$ cat config.mk
export PLATFORM = sky130hd
export DESIGN_NAME = latch_bank_ctrl_flat
export DESIGN_NICKNAME = d
export VERILOG_FILES = /design/src/rtl/latch_bank_ctrl_pkg.sv /design/src/rtl/latch_bank_ctrl_if.sv /design/src/rtl/latch_bank_ctrl_arb.sv /design/src/rtl/latch_bank_ctrl.sv /design/src/flat_wrapper.sv
export SDC_FILE = /design/constraint.sdc
export NUM_CORES = 1
export LEC_CHECK = 0
export CAP_MARGIN = 20
export CORE_UTILIZATION = 44
export DETAILED_ROUTE_END_ITERATION = 7
export PLACE_DENSITY_LB_ADDON = 0.12
export RECOVER_POWER = 50
export SYNTH_ARGS = -nofsm -noshare
export SYNTH_HDL_FRONTEND = slang
export SYNTH_SLANG_ARGS = --single-unit
$ cat constraint.sdc
create_clock -name CLK -period 2.3 [get_ports CLK]
set_input_delay 0.23 -clock CLK [delete_from_list [all_inputs] [get_ports CLK]]
set_output_delay 0.23 -clock CLK [all_outputs]
set_load 0.02 [all_outputs]
$ cat src/rtl/latch_bank_ctrl_pkg.sv
// latch_bank_ctrl_pkg: shared FSM state type and default sizing for latch bank controllers.
package latch_ctrl_pkg;
  typedef enum logic [2:0] {IDLE, SETUP, OPEN, HOLD, CLEAR} state_t;
  localparam int DEF_NREQ = 4;
  localparam int DEF_NLAT = 4;
  localparam int DEF_DW = 8;
  localparam int DEF_OPEN_CYC = 2;
endpackage

$ cat src/rtl/latch_bank_ctrl_if.sv
// latch_bank_ctrl_if: requester and latch-bank signals; clr_req/clr_done exist only with LATCH_CLEAR_EN.
interface latch_bank_ctrl_if #(
  parameter int NREQ = latch_ctrl_pkg::DEF_NREQ,
  parameter int NLAT = latch_ctrl_pkg::DEF_NLAT,
  parameter int DW = latch_ctrl_pkg::DEF_DW,
  parameter int AW = $clog2(NLAT)
);
  logic [NREQ-1:0] req;
  logic [NREQ*AW-1:0] addr;
  logic [NREQ*DW-1:0] data;
  logic [NREQ-1:0] ack;
  logic [DW-1:0] lat_d;
  logic [NLAT-1:0] lat_gate;
  logic lat_clear;
  logic busy;
`ifdef LATCH_CLEAR_EN
  logic clr_req;
  logic clr_done;
`endif
  modport master (
`ifdef LATCH_CLEAR_EN
    output clr_req, input clr_done,
`endif
    output req, addr, data,
    input ack, lat_d, lat_gate, lat_clear, busy
  );
  modport slave (
`ifdef LATCH_CLEAR_EN
    input clr_req, output clr_done,
`endif
    input req, addr, data,
    output ack, lat_d, lat_gate, lat_clear, busy
  );
endinterface

$ cat src/rtl/latch_bank_ctrl_arb.sv
// rr_arbiter: combinational round-robin pick starting one past ptr; one-hot grant plus index.
module rr_arbiter #(
  parameter int N = 4
) (
  input  logic [N-1:0]         req,
  input  logic                 en,
  input  logic [$clog2(N)-1:0] ptr,
  output logic [N-1:0]         gnt,
  output logic [$clog2(N)-1:0] idx
);
  localparam int IW = $clog2(N);
  localparam logic [N-1:0] ONE = N'(1);
  logic [IW-1:0] j;
  logic hit;
  // scan from farthest to nearest so the nearest pending requester wins
  always_comb begin
    idx = '0;
    hit = 1'b0;
    j = '0;
    for (int k = N; k >= 1; k--) begin
      j = IW'((int'(ptr) + k) % N);
      if (en && req[j]) begin
        idx = j;
        hit = 1'b1;
      end
    end
    gnt = hit ? ONE << idx : '0;
  end
endmodule

$ cat src/rtl/latch_bank_ctrl.sv
// latch_bank_ctrl: round-robin shared write controller for a bank of level-sensitive latches.
// Optional bank clear sequence enabled by defining LATCH_CLEAR_EN.
module latch_bank_ctrl
  import latch_ctrl_pkg::*;
#(
  parameter int NREQ = DEF_NREQ,
  parameter int NLAT = DEF_NLAT,
  parameter int DW = DEF_DW,
  parameter int AW = $clog2(NLAT),
  parameter int OPEN_CYC = DEF_OPEN_CYC
) (
  input logic CLK,
  input logic RESET,
  latch_bank_ctrl_if.slave bus
);
  localparam int IW = $clog2(NREQ);
  localparam int CW = $clog2(OPEN_CYC + 1);
  localparam logic [NLAT-1:0] ONE_LAT = NLAT'(1);
  state_t state;
  logic [CW-1:0] cnt;
  logic [IW-1:0] ptr, arb_idx;
  logic [NREQ-1:0] arb_gnt, ggnt, ack;
  logic [AW-1:0] gaddr;
  logic [DW-1:0] lat_d;
  logic [NLAT-1:0] lat_gate;
  logic lat_clear, busy, arb_en;
`ifdef LATCH_CLEAR_EN
  logic clr_done;
  assign arb_en = (state == IDLE) && !bus.clr_req;
  assign bus.clr_done = clr_done;
`else
  assign arb_en = (state == IDLE);
`endif
  rr_arbiter #(.N(NREQ)) u_arb (
    .req(bus.req),
    .en(arb_en),
    .ptr(ptr),
    .gnt(arb_gnt),
    .idx(arb_idx)
  );
  // addresses beyond the bank shift the gate bit out, so the sequence runs with no gate
  always_ff @(posedge CLK or negedge RESET) begin
    if (!RESET) begin
      state <= IDLE;
      cnt <= '0;
      ptr <= IW'(NREQ - 1);
      ggnt <= '0;
      gaddr <= '0;
      lat_d <= '0;
      lat_gate <= '0;
      ack <= '0;
      lat_clear <= 1'b1;
      busy <= 1'b0;
`ifdef LATCH_CLEAR_EN
      clr_done <= 1'b0;
`endif
    end else begin
      ack <= '0;
      lat_clear <= 1'b0;
`ifdef LATCH_CLEAR_EN
      clr_done <= 1'b0;
`endif
      case (state)
        IDLE: begin
`ifdef LATCH_CLEAR_EN
          if (bus.clr_req) begin
            state <= CLEAR;
            lat_clear <= 1'b1;
            cnt <= CW'(OPEN_CYC - 1);
            busy <= 1'b1;
          end else
`endif
          if (|arb_gnt) begin
            state <= SETUP;
            busy <= 1'b1;
            ptr <= arb_idx;
            ggnt <= arb_gnt;
            gaddr <= bus.addr[arb_idx*AW +: AW];
            lat_d <= bus.data[arb_idx*DW +: DW];
          end
        end
        SETUP: begin
          state <= OPEN;
          lat_gate <= ONE_LAT << gaddr;
          cnt <= CW'(OPEN_CYC - 1);
        end
        OPEN: begin
          if (cnt == '0) begin
            state <= HOLD;
            lat_gate <= '0;
            ack <= ggnt;
          end else begin
            cnt <= cnt - 1'b1;
          end
        end
        HOLD: begin
          state <= IDLE;
          busy <= 1'b0;
        end
`ifdef LATCH_CLEAR_EN
        CLEAR: begin
          if (cnt == '0) begin
            state <= IDLE;
            busy <= 1'b0;
            clr_done <= 1'b1;
          end else begin
            cnt <= cnt - 1'b1;
            lat_clear <= 1'b1;
          end
        end
`endif
        default: state <= IDLE;
      endcase
    end
  end
  assign bus.ack = ack;
  assign bus.lat_d = lat_d;
  assign bus.lat_gate = lat_gate;
  assign bus.lat_clear = lat_clear;
  assign bus.busy = busy;
endmodule

$ cat src/flat_wrapper.sv
// flat-port wrapper written by rule: the top's interface ports become plain ports
module latch_bank_ctrl_flat import latch_ctrl_pkg::*;
#(
  parameter int NREQ = DEF_NREQ,
  parameter int NLAT = DEF_NLAT,
  parameter int DW = DEF_DW,
  parameter int AW = $clog2(NLAT),
  parameter int OPEN_CYC = DEF_OPEN_CYC
)
  (CLK, RESET, bus_req, bus_addr, bus_data, bus_ack, bus_lat_d, bus_lat_gate, bus_lat_clear, bus_busy);
  latch_bank_ctrl_if #(.NREQ(NREQ), .NLAT(NLAT), .DW(DW), .AW(AW)) bus_i ();
  input logic CLK;
  input logic RESET;
  input wire logic [$bits(bus_i.req)-1:0] bus_req;
  input wire logic [$bits(bus_i.addr)-1:0] bus_addr;
  input wire logic [$bits(bus_i.data)-1:0] bus_data;
  output wire logic [$bits(bus_i.ack)-1:0] bus_ack;
  output wire logic [$bits(bus_i.lat_d)-1:0] bus_lat_d;
  output wire logic [$bits(bus_i.lat_gate)-1:0] bus_lat_gate;
  output wire logic [$bits(bus_i.lat_clear)-1:0] bus_lat_clear;
  output wire logic [$bits(bus_i.busy)-1:0] bus_busy;
  assign bus_i.req = bus_req;
  assign bus_i.addr = bus_addr;
  assign bus_i.data = bus_data;
  assign bus_ack = bus_i.ack;
  assign bus_lat_d = bus_i.lat_d;
  assign bus_lat_gate = bus_i.lat_gate;
  assign bus_lat_clear = bus_i.lat_clear;
  assign bus_busy = bus_i.busy;
  latch_bank_ctrl #(.NREQ(NREQ), .NLAT(NLAT), .DW(DW), .AW(AW), .OPEN_CYC(OPEN_CYC)) u_core (.CLK(CLK), .RESET(RESET), .bus(bus_i));
endmodule
---- After elaboration in Yosys (flattened, before gate mapping) ----
Cells that the tools add are included.
word-level totals
  bits of input ports ..................... 46
  bits in registers ....................... 31
  output and inout bits ................... 18
cells by class
  equality and inequality tests ........... 6
  reductions and logical operators ........ 14
  shifts and indexed selects .............. 4
  muxes and demuxes ....................... 28
  add/subtract/negate cells ............... 5
  order comparisons ....................... 4
operators by type and width
  operator                                                                count
  32-bit by 6-bit indexed part select with 8-bit output                   1
  4-bit two-way mux                                                       4
  2-bit by 3-bit < comparator with 1-bit output (second input constant)   4
  2-bit two-way mux                                                       5
  2-bit AND reduction                                                     5
  1-bit two-way mux                                                       9
  3-bit one-hot mux with 3 select lines                                   1
  1-bit binary-select mux with 2-bit select                               4
  4-bit one-hot mux with 2 select lines                                   1
  8-bit by 4-bit indexed part select with 2-bit output                    1
  1-bit by 2-bit << shifter with 4-bit output (first input constant)      2
  3-bit by 2-bit equality test with 1-bit output (second input constant)  2
  3-bit two-way mux                                                       2
  2-bit by 1-bit adder with 2-bit output (second input constant)          2
  2-bit adder (second input constant)                                     2
  1-bit logical AND                                                       4
  2-bit by 1-bit != test with 1-bit output (second input constant)        2
  2-bit one-hot mux with 2 select lines                                   1
  2-bit nonzero test                                                      2
  4-bit OR reduction                                                      1
  3-bit by 1-bit equality test with 1-bit output (second input constant)  1
  3-bit logical NOT                                                       1
  2-bit logical NOT                                                       1
  2-bit != test (second input constant)                                   1
  other kinds (2)                                                         2

---- Depth between registers and ports, before layout ----
Gate-level depths: netlist (run 1).
  depth after elaboration ................. 13
  depth in mapped cells ................... 8

---- Cells and area by module ----
From an unflattened synthesis (run 1), not the netlist that was laid out.
second synthesis, totals
  cell total of the unflattened synthesis .. 160
  area, all modules ....................... 1858.0 um2
by module, submodules not included
  module           cells an instance  sequential area each (um2)  instances  area each (um2)
  latch_bank_ctrl  115                754.5                       1          1572.8
  rr_arbiter       45                 0.0                         1          285.3

---- Worst setup path after synthesis (run 1) ----
OpenSTA, ideal clock, no wires.
  path type ............................... register -> register
  start point ............................. reg u_core.ptr[1]
  end point ............................... reg u_core.lat_d[1] (netlist: u_core.bus.lat_d[1])
  library setup time ...................... 0.130 ns
  setup slack ............................. 0.607 ns
  cell stages (with the launch flop) ...... 8
  arrival time ............................ 1.563 ns
  buffers on the path ..................... 2
  required time ........................... 2.170 ns
  period minus slack after synthesis ...... 1.693 ns
  cells stage by stage .................... dfstp_2 inv_1 o311a_1 buf_6 buf_12 mux2i_1 a2bb2oi_1 o21ai_1
on the way
  word-level cells in the longest chain between the ends .. 12
  elaborated cells on any way between the ends .. 29
ends and longest elaborated chain
  what                                                                             RTL line               RTL
  from (decl)                                                                      latch_bank_ctrl.sv:21  logic [IW-1:0] ptr, arb_idx;
  from (signal assigned)                                                           latch_bank_ctrl.sv:46  ptr <= IW'(NREQ - 1);
  from (signal assigned)                                                           latch_bank_ctrl.sv:76  ptr <= arb_idx;
  branches (longest 12 deep; another with 2-bit by 1-bit adder with 2-bit output)  --
  to (signal assigned)                                                             latch_bank_ctrl.sv:79  lat_d <= bus.data[arb_idx*DW +: DW];
  to (decl)                                                                        latch_bank_ctrl.sv:24  logic [DW-1:0] lat_d;
Several ways; the timed one is not identified. The select of a mux whose other input is x is not followed.
A chain may end at the register's enable or synchronous reset.

---- Worst setup path after layout (run 1) ----
  start point ............................. in bus_req[1]
  end point ............................... reg u_core.gaddr[1]
on the way
  word-level cells in the longest chain between the ends .. 11
  elaborated cells on any way between the ends .. 25
ends and longest elaborated chain
  what                                         RTL line                   RTL
  from (decl)                                  flat_wrapper.sv:14         input wire logic [$bits(bus_i.req)-1:0] bus_req;
  1-bit binary-select mux with 2-bit select    latch_bank_ctrl_arb.sv:22  if (en && req[j]) begin
  1-bit two-way mux (implied by the code)      latch_bank_ctrl_arb.sv:22
  1-bit logical AND                            latch_bank_ctrl_arb.sv:22
  2-bit two-way mux (4 in series)              latch_bank_ctrl_arb.sv:22
  1-bit by 2-bit << shifter with 4-bit output  latch_bank_ctrl_arb.sv:27  gnt = hit ? ONE << idx : '0;
  4-bit two-way mux                            latch_bank_ctrl_arb.sv:27
  4-bit OR reduction                           latch_bank_ctrl.sv:73      if (|arb_gnt) begin
  2-bit AND reduction (no source line)         --
  to (signal assigned)                         latch_bank_ctrl.sv:78      gaddr <= bus.addr[arb_idx*AW +: AW];
  to (decl)                                    latch_bank_ctrl.sv:23      logic [AW-1:0] gaddr;
Several ways; a longest one is shown, not always the timed one. The select of a mux whose other input is x is not followed.

==> impl_metrics.toml, run 1 <==
[logic_synthesis]
ys_seq_elements = 30
yosys_warnings = 0
ys.flop_type = "dfrtp_1"
ys_async_sr_fraction_pct = 100
syn_area_um2 = 1660
ys_types = 36
syn-num-nets = 211
synth_area_per_cell_um2 = 10.4
netlist_instances = 160
synth_seq_area_share_pct = 45.4
synth_edf_count = 0

[clock_network]
cts_setup_buffers = 0
cts_buffers = 5
clk_pin_slew_ps = 60
clk_latency_ps = 280
postCtsResizedCells = 0
htreeDepth = 2
clk_path_buf_depth = 2
cts_tree = "yes"
cts-root-buf = "clkbuf_8"
cts_sinks = 30
cts_hold_buf = 0

[timing]
tightest_slew_ps = 1640
fin_skew_ps = 4.39
timing.slew.headroom_pct = -9.16
max_freq_mhz = 493
rsz0062_at_grt = "false"
period_share_pct = 88.2
hold_viol = 0
period_needed_ps = 2030
finalSetupViolCount = 0
drv_slew = 31
whs_ps = 474

[die]
rows = 21
coreArea_um2 = 3470
ios = 64
die_h_um = 63.5
floorplan.die_area_um2 = 4030
initial_utilization_pct = 47.9
die_x_um = 63.5

[pwr]
power_density_nw_per_um2 = 1180
p_leak_nw = 1.09
vdd_ir_drop_max_v = 0.000533

[worst_hold_path]
hold_class = "flop to flop"

[worst_setup_path]
crit_slowest_cell = "clkdlybuf4s50_1"
path_buf_inv = 1
crit_chain = "clkdlybuf4s50_1 > nor2_1 > o311ai_1 > nand2_1 > o221ai_1"
slowest_delay_ps = 650
crit_arrival_ps = 2220
cp_max_fo = 11
crit_family = "compound AO/OA/AOI/OAI gates"
crit_required_ps = 2500
worstSetupPathType = "input port to flop"
end_kind = "flop"
startpoint_type = "input port"

[grt]
first_global_vias = 1488
grtUsageTotal_pct = 21.6
grt_pass1_wl_um = 6660
grt_overflow_total = 0
antenna_found_initial = 0
grt_max_degree = 31

[routing]
drc = 0
wl_per_cell_um = 14.7
vias = 1467
vias_per_cell = 5.39
initialDrtViolationCount = 37
dr.pass1.iters = 4
drtAntennaViolNets = 0
routed_wl_um = 3990

[final_layout]
fin_cells = 272
regArea_um2 = 754
diodes = 0
flow.area_growth_from_synthesis_pct = 45.4
multi_input_area_um2 = 821
fillers = 305
drive_above_1_share_pct = 6.64
nets = 276

[place]
dp.cells = 264
io_buffers = 63
place_hpwl_um = 2970
routabilityCongestion = 0.814

[job]
cap_violations = 1

[run_status]
violations = "capacitance limit, slew limit"
outcome = "finished with violations"
## cells in the mapped netlist (all sizes together) (2+ instances only)
master | n | area (um^2)
a21oi | 3 | 15.0
o21ai | 23 | 115
inv | 6 | 22.5
ha | 5 | 62.6
nand2 | 16 | 60.1
nor2 | 5 | 18.8
and3 | 5 | 31.3
nor2b | 7 | 43.8
mux2i | 24 | 240
clkbuf | 4 | 15.0
o31ai | 2 | 28.8
a2bb2oi | 9 | 78.8
buf | 5 | 48.8
dfstp | 3 | 78.8
dfrtp | 27 | 676
## worst reg2reg max path: stages (launching register included)
cell and delay (ps):
dfstp_2 610, inv_1 70, o311a_1 380, buf_12 190, mux2i_1 190, a2bb2oi_1 210
o21ai_1 80
## layer usage
metal	vias to the layer above	GRT usage, %	wire (um)
met2	41	38.7	2140
li1	703	-	-
met1	717	24.7	1620
met3	6	5.80	184
met4	0	6.82	48
met5	-	0	0
## metrics by stage
step / cell area [um^2] / util (%) / setup slack, ps / setup TNS [ps] / total power, mW
after CTS: 2420 / 69.8 / 296 / 0 / 2.89
after floorplan: 1660 / - / 607 / 0 / 1.90
after detailed placement: 2330 / 67.1 / -16.7 / -16.7 / 2.43
final: 2420 / 69.7 / 271 / 0 / 2.86
after global routing: 2420 / 69.7 / 129 / 0 / 3.08
after global placement: 2330 / 67.1 / 119 / 0 / 2.35
## flip-flops by register name (all words and copies together), names as in the netlist
| name | flops |
|---|---|
| u_core.bus.ack | 4 |
| u_core.bus.busy | 1 |
| u_core.bus.lat_clear | 1 |
| u_core.bus.lat_d | 8 |
| u_core.bus.lat_gate | 4 |
| u_core.cnt | 2 |
| u_core.gaddr | 2 |
| u_core.ggnt | 4 |
| u_core.ptr | 2 |
| u_core.state | 2 |
## layout by cell type (no fill, tap or decap), types with 2 or more instances in the layout
cell type	n
a21oi_1	3
a2bb2oi_1	9
and3_1	5
buf_4	2
clkbuf_1	2
clkbuf_8	6
clkdlybuf4s50_1	58
dfrtp_1	27
dfstp_2	3
dlygate4sd3_1	5
ha_1	5
inv_1	6
mux2i_1	24
nand2_1	16
nor2_1	5
nor2b_1	7
o21ai_0	18
o21ai_1	5
## area by class of cell
class,instances,share of cell area (%)
clock inverter,1,0.207
tap,46,2.38
sequential,30,31.2
multi-input combinational,115,34.0
timing repair buffer,67,27.7
clock buffer,7,3.57
inverter,6,0.932
## path summary, 6_finish.rpt
path / slack [ps] / end / cells after the start / start
max: 270 / u_core.gaddr[1]$_DFFE_PN0P_ / 5 / bus_req[1]
max reg2reg: 450 / u_core.bus.lat_d[3]$_DFFE_PN0P_ / 6 / u_core.ptr[1]$_DFFE_PN1P_
min in group asynchronous: 900 / u_core.bus.ack[3]$_DFF_PN0_ / 2 / RESET
max in group asynchronous: 460 / u_core.bus.lat_d[1]$_DFFE_PN0P_ / 2 / RESET
min: 470 / u_core.ggnt[1]$_DFFE_PN0P_ / 2 / u_core.ggnt[1]$_DFFE_PN0P_
min reg2reg: 470 / u_core.ggnt[1]$_DFFE_PN0P_ / 2 / u_core.ggnt[1]$_DFFE_PN0P_
## report_power, final
| group | total [mW] | internal [mW] | switching (mW) |
|---|---|---|---|
| clock | 0.443 | 0.241 | 0.202 |
| sequential | 0.908 | 0.754 | 0.154 |
| combinational | 1.51 | 0.729 | 0.782 |
## cells by family (layout without fill, tap and decap cells)
logic type	after synthesis	in the layout	share of synthesized area, %
and+or+nand+nor	40	40	12.5
DFF	30	30	45.4
AOI/OAI and AO/OA	45	45	18.4
adders and majority gates	5	5	3.77
buffers and inverters	15	81	5.20
other	1	1	0.226
muxes	24	24	14.5
(Power assumes the default switching activity.)
==> run 2: changes to the inputs <==
--- a/config.mk
+++ b/config.mk
@@ -5,11 +5,12 @@
 export SDC_FILE = /design/constraint.sdc
 export NUM_CORES = 1
 export LEC_CHECK = 0
-export CAP_MARGIN = 20
-export CORE_UTILIZATION = 44
+export CAP_MARGIN = 0
+export CORE_UTILIZATION = 39
 export DETAILED_ROUTE_END_ITERATION = 7
 export PLACE_DENSITY_LB_ADDON = 0.12
 export RECOVER_POWER = 50
 export SYNTH_ARGS = -nofsm -noshare
 export SYNTH_HDL_FRONTEND = slang
 export SYNTH_SLANG_ARGS = --single-unit
+export TNS_END_PERCENT = 50
==> constraint.sdc (replaced) <==
create_clock -name CLK -period 1.8 [get_ports CLK]
set_input_delay 0.18 -clock CLK [delete_from_list [all_inputs] [get_ports CLK]]
set_output_delay 0.18 -clock CLK [all_outputs]
set_load 0.02 [all_outputs]
==> run 2 against run 1 <==
Against the previous run: the flow now finishes without violations; final area grew 7.6%; clock power grew 28%; utilization shrank 5.6 points; register-to-register slack lost 410 ps; clock skew shrank 1.4 ps; critical path type is now flop to flop; hold slack gained 16 ps.
==> impl_metrics.toml, run 2 (same netlist as run 1, synthesis figures left out) <==
[run_status]
outcome = "completed"

[clock_network]
cts_buffers = 5
clk_path_buf_depth = 2
cts-root-buf = "clkbuf_8"
clk_latency_ps = 280
clk_pin_slew_ps = 70
cts_sinks = 30
htreeDepth = 2
cts_tree = "yes"
cts_hold_buf = 0

[routing]
vias_per_cell = 5.22
dr.pass1.iters = 4
routed_wl_um = 4180
vias = 1530
initialDrtViolationCount = 89
drc = 0
wl_per_cell_um = 14.2
drtAntennaViolNets = 0

[final_layout]
flow.area_growth_from_synthesis_pct = 56.4
largest_register = "u_core.bus.lat_d"
diodes = 0
layout_common_cells = "clkdlybuf4s50_1 (62), dfrtp_1 (27), mux2i_1 (22)"
nets = 293
drive_above_1_share_pct = 14.8
fillers = 322
postLayoutCellArea_um2 = 2600
fin_cells = 293
largest_register_ffs = 8
final_common_cell = "clkdlybuf4s50_1"

[die]
coreArea_um2 = 4060
rows = 23
die_h_um = 67.3
floorplan.die_area_um2 = 4530
initial_utilization_pct = 40.9
die_x_um = 67.3
ios = 64

[timing]
fin_skew_ps = 2.96
finalSetupViolCount = 0
period_share_pct = 97.5
setup_ws_ps = 44.1
drv_slew = 0
max_freq_mhz = 570
period_needed_ps = 1760
tightest_slew_ps = 730
hold_viol = 0
timing.slew.headroom_pct = 51.3

[pwr]
vdd_ir_drop_max_v = 0.000838
p_leak_nw = 1.17
power_density_nw_per_um2 = 1510

[place]
placedInstanceArea_um2 = 2460
place_hpwl_um = 3020
routabilityCongestion = 0.726
dp.cells = 283
io_buffers = 63
pre_cts_ws_ps = -176

[grt]
antenna_found_initial = 0
grt_overflow_total = 0
grt_max_degree = 31
grt_pass1_wl_um = 6520
grtUsageTotal_pct = 19.7
first_global_vias = 1478

[worst_setup_path]
cp_max_fo = 11
crit_required_ps = 1950
startpoint_type = "flop"
crit_arrival_ps = 1910
crit_chain = "inv_1 > o311a_4 > buf_12 > mux2i_1 > a2bb2oi_1 > o21ai_0"
slowest_delay_ps = 560
r2r_cells = 6
worstSetupPathType = "flop to flop"
path_buf_inv = 2
worst-r2r-setup-slack_ps = 40
crit_family = "compound AO/OA/AOI/OAI gates"
crit_slowest_cell = "dfstp_2"
end_kind = "flop"
worst_r2r_startpoint = "u_core.ptr[1]$_DFFE_PN1P_"
r2r-end = "u_core.gaddr[0]$_DFFE_PN0P_"

[worst_hold_path]
hold_class = "input port to asynchronous set/reset pin"

[job]
cap_violations = 0
## run 2: final cells by class
| cell class | instances | area (um^2) | area share [%] |
|---|---|---|---|
| clock inverter | 2 | 12.5 | 0.481 |
| tap | 50 | 62.6 | 2.41 |
| inverter | 6 | 22.5 | 0.867 |
| clock buffer | 6 | 82.6 | 3.18 |
| sequential | 30 | 754 | 29.0 |
| multi-input combinational | 115 | 840 | 32.3 |
| timing repair buffer | 84 | 825 | 31.7 |
## run 2: how the worst max path moves through the flow
stage	slack [ps]	end	depth (start not counted)	from
after floorplan	110	u_core.bus.lat_d[1]$_DFFE_PN0P_	7	u_core.ptr[1]$_DFFE_PN1P_
after global placement	-70	u_core.gaddr[0]$_DFFE_PN0P_	7	bus_req[1]
after detailed placement	-180	u_core.gaddr[0]$_DFFE_PN0P_	7	bus_req[1]
after CTS	30	u_core.gaddr[0]$_DFFE_PN0P_	6	u_core.ptr[0]$_DFFE_PN1P_
after global routing	-10	u_core.bus.lat_d[5]$_DFFE_PN0P_	6	u_core.ptr[1]$_DFFE_PN1P_
final	40	u_core.gaddr[0]$_DFFE_PN0P_	6	u_core.ptr[1]$_DFFE_PN1P_
## run 2: power breakdown
part	leakage [nW]	internal, mW	switching [mW]
clock	0.0472	0.307	0.261
combinational	0.749	1.14	1.06
sequential	0.374	0.963	0.185
total	1.17	2.41	1.51
## run 2: timing repair
item,4_1_cts,5_1_grt
setup buffers,0,1
gates resized for setup,0,3
endpoints found under the hold margin,0,0
endpoints found under the setup margin,0,7
## run 2: stage by stage
stage	power, mW	hold WS [ps]	TNS [ps]	util [%]
5_1_grt	4.22	499	-21.2	64.0
2_1_floorplan	2.43	-116	0	-
4_1_cts	3.86	306	0	62.9
3_5_place_dp	3.28	465	-1440	60.6
3_3_place_gp	3.18	457	-477	60.6
6_report	3.92	491	0	64.0
## run 2: layer usage
layer	routed length, um	vias up	global-route usage, %
met3	168	4	4.39
li1	-	734	-
met2	2180	52	34.4
met5	0	-	0
met4	52	0	9.57
met1	1770	740	22.4
## run 2: worst register-to-register path, stage by stage (launching register included)
cell and delay (ps):
dfstp_2 560, inv_1 60, o311a_4 410, buf_12 160, mux2i_1 150, a2bb2oi_1 180
o21ai_0 110
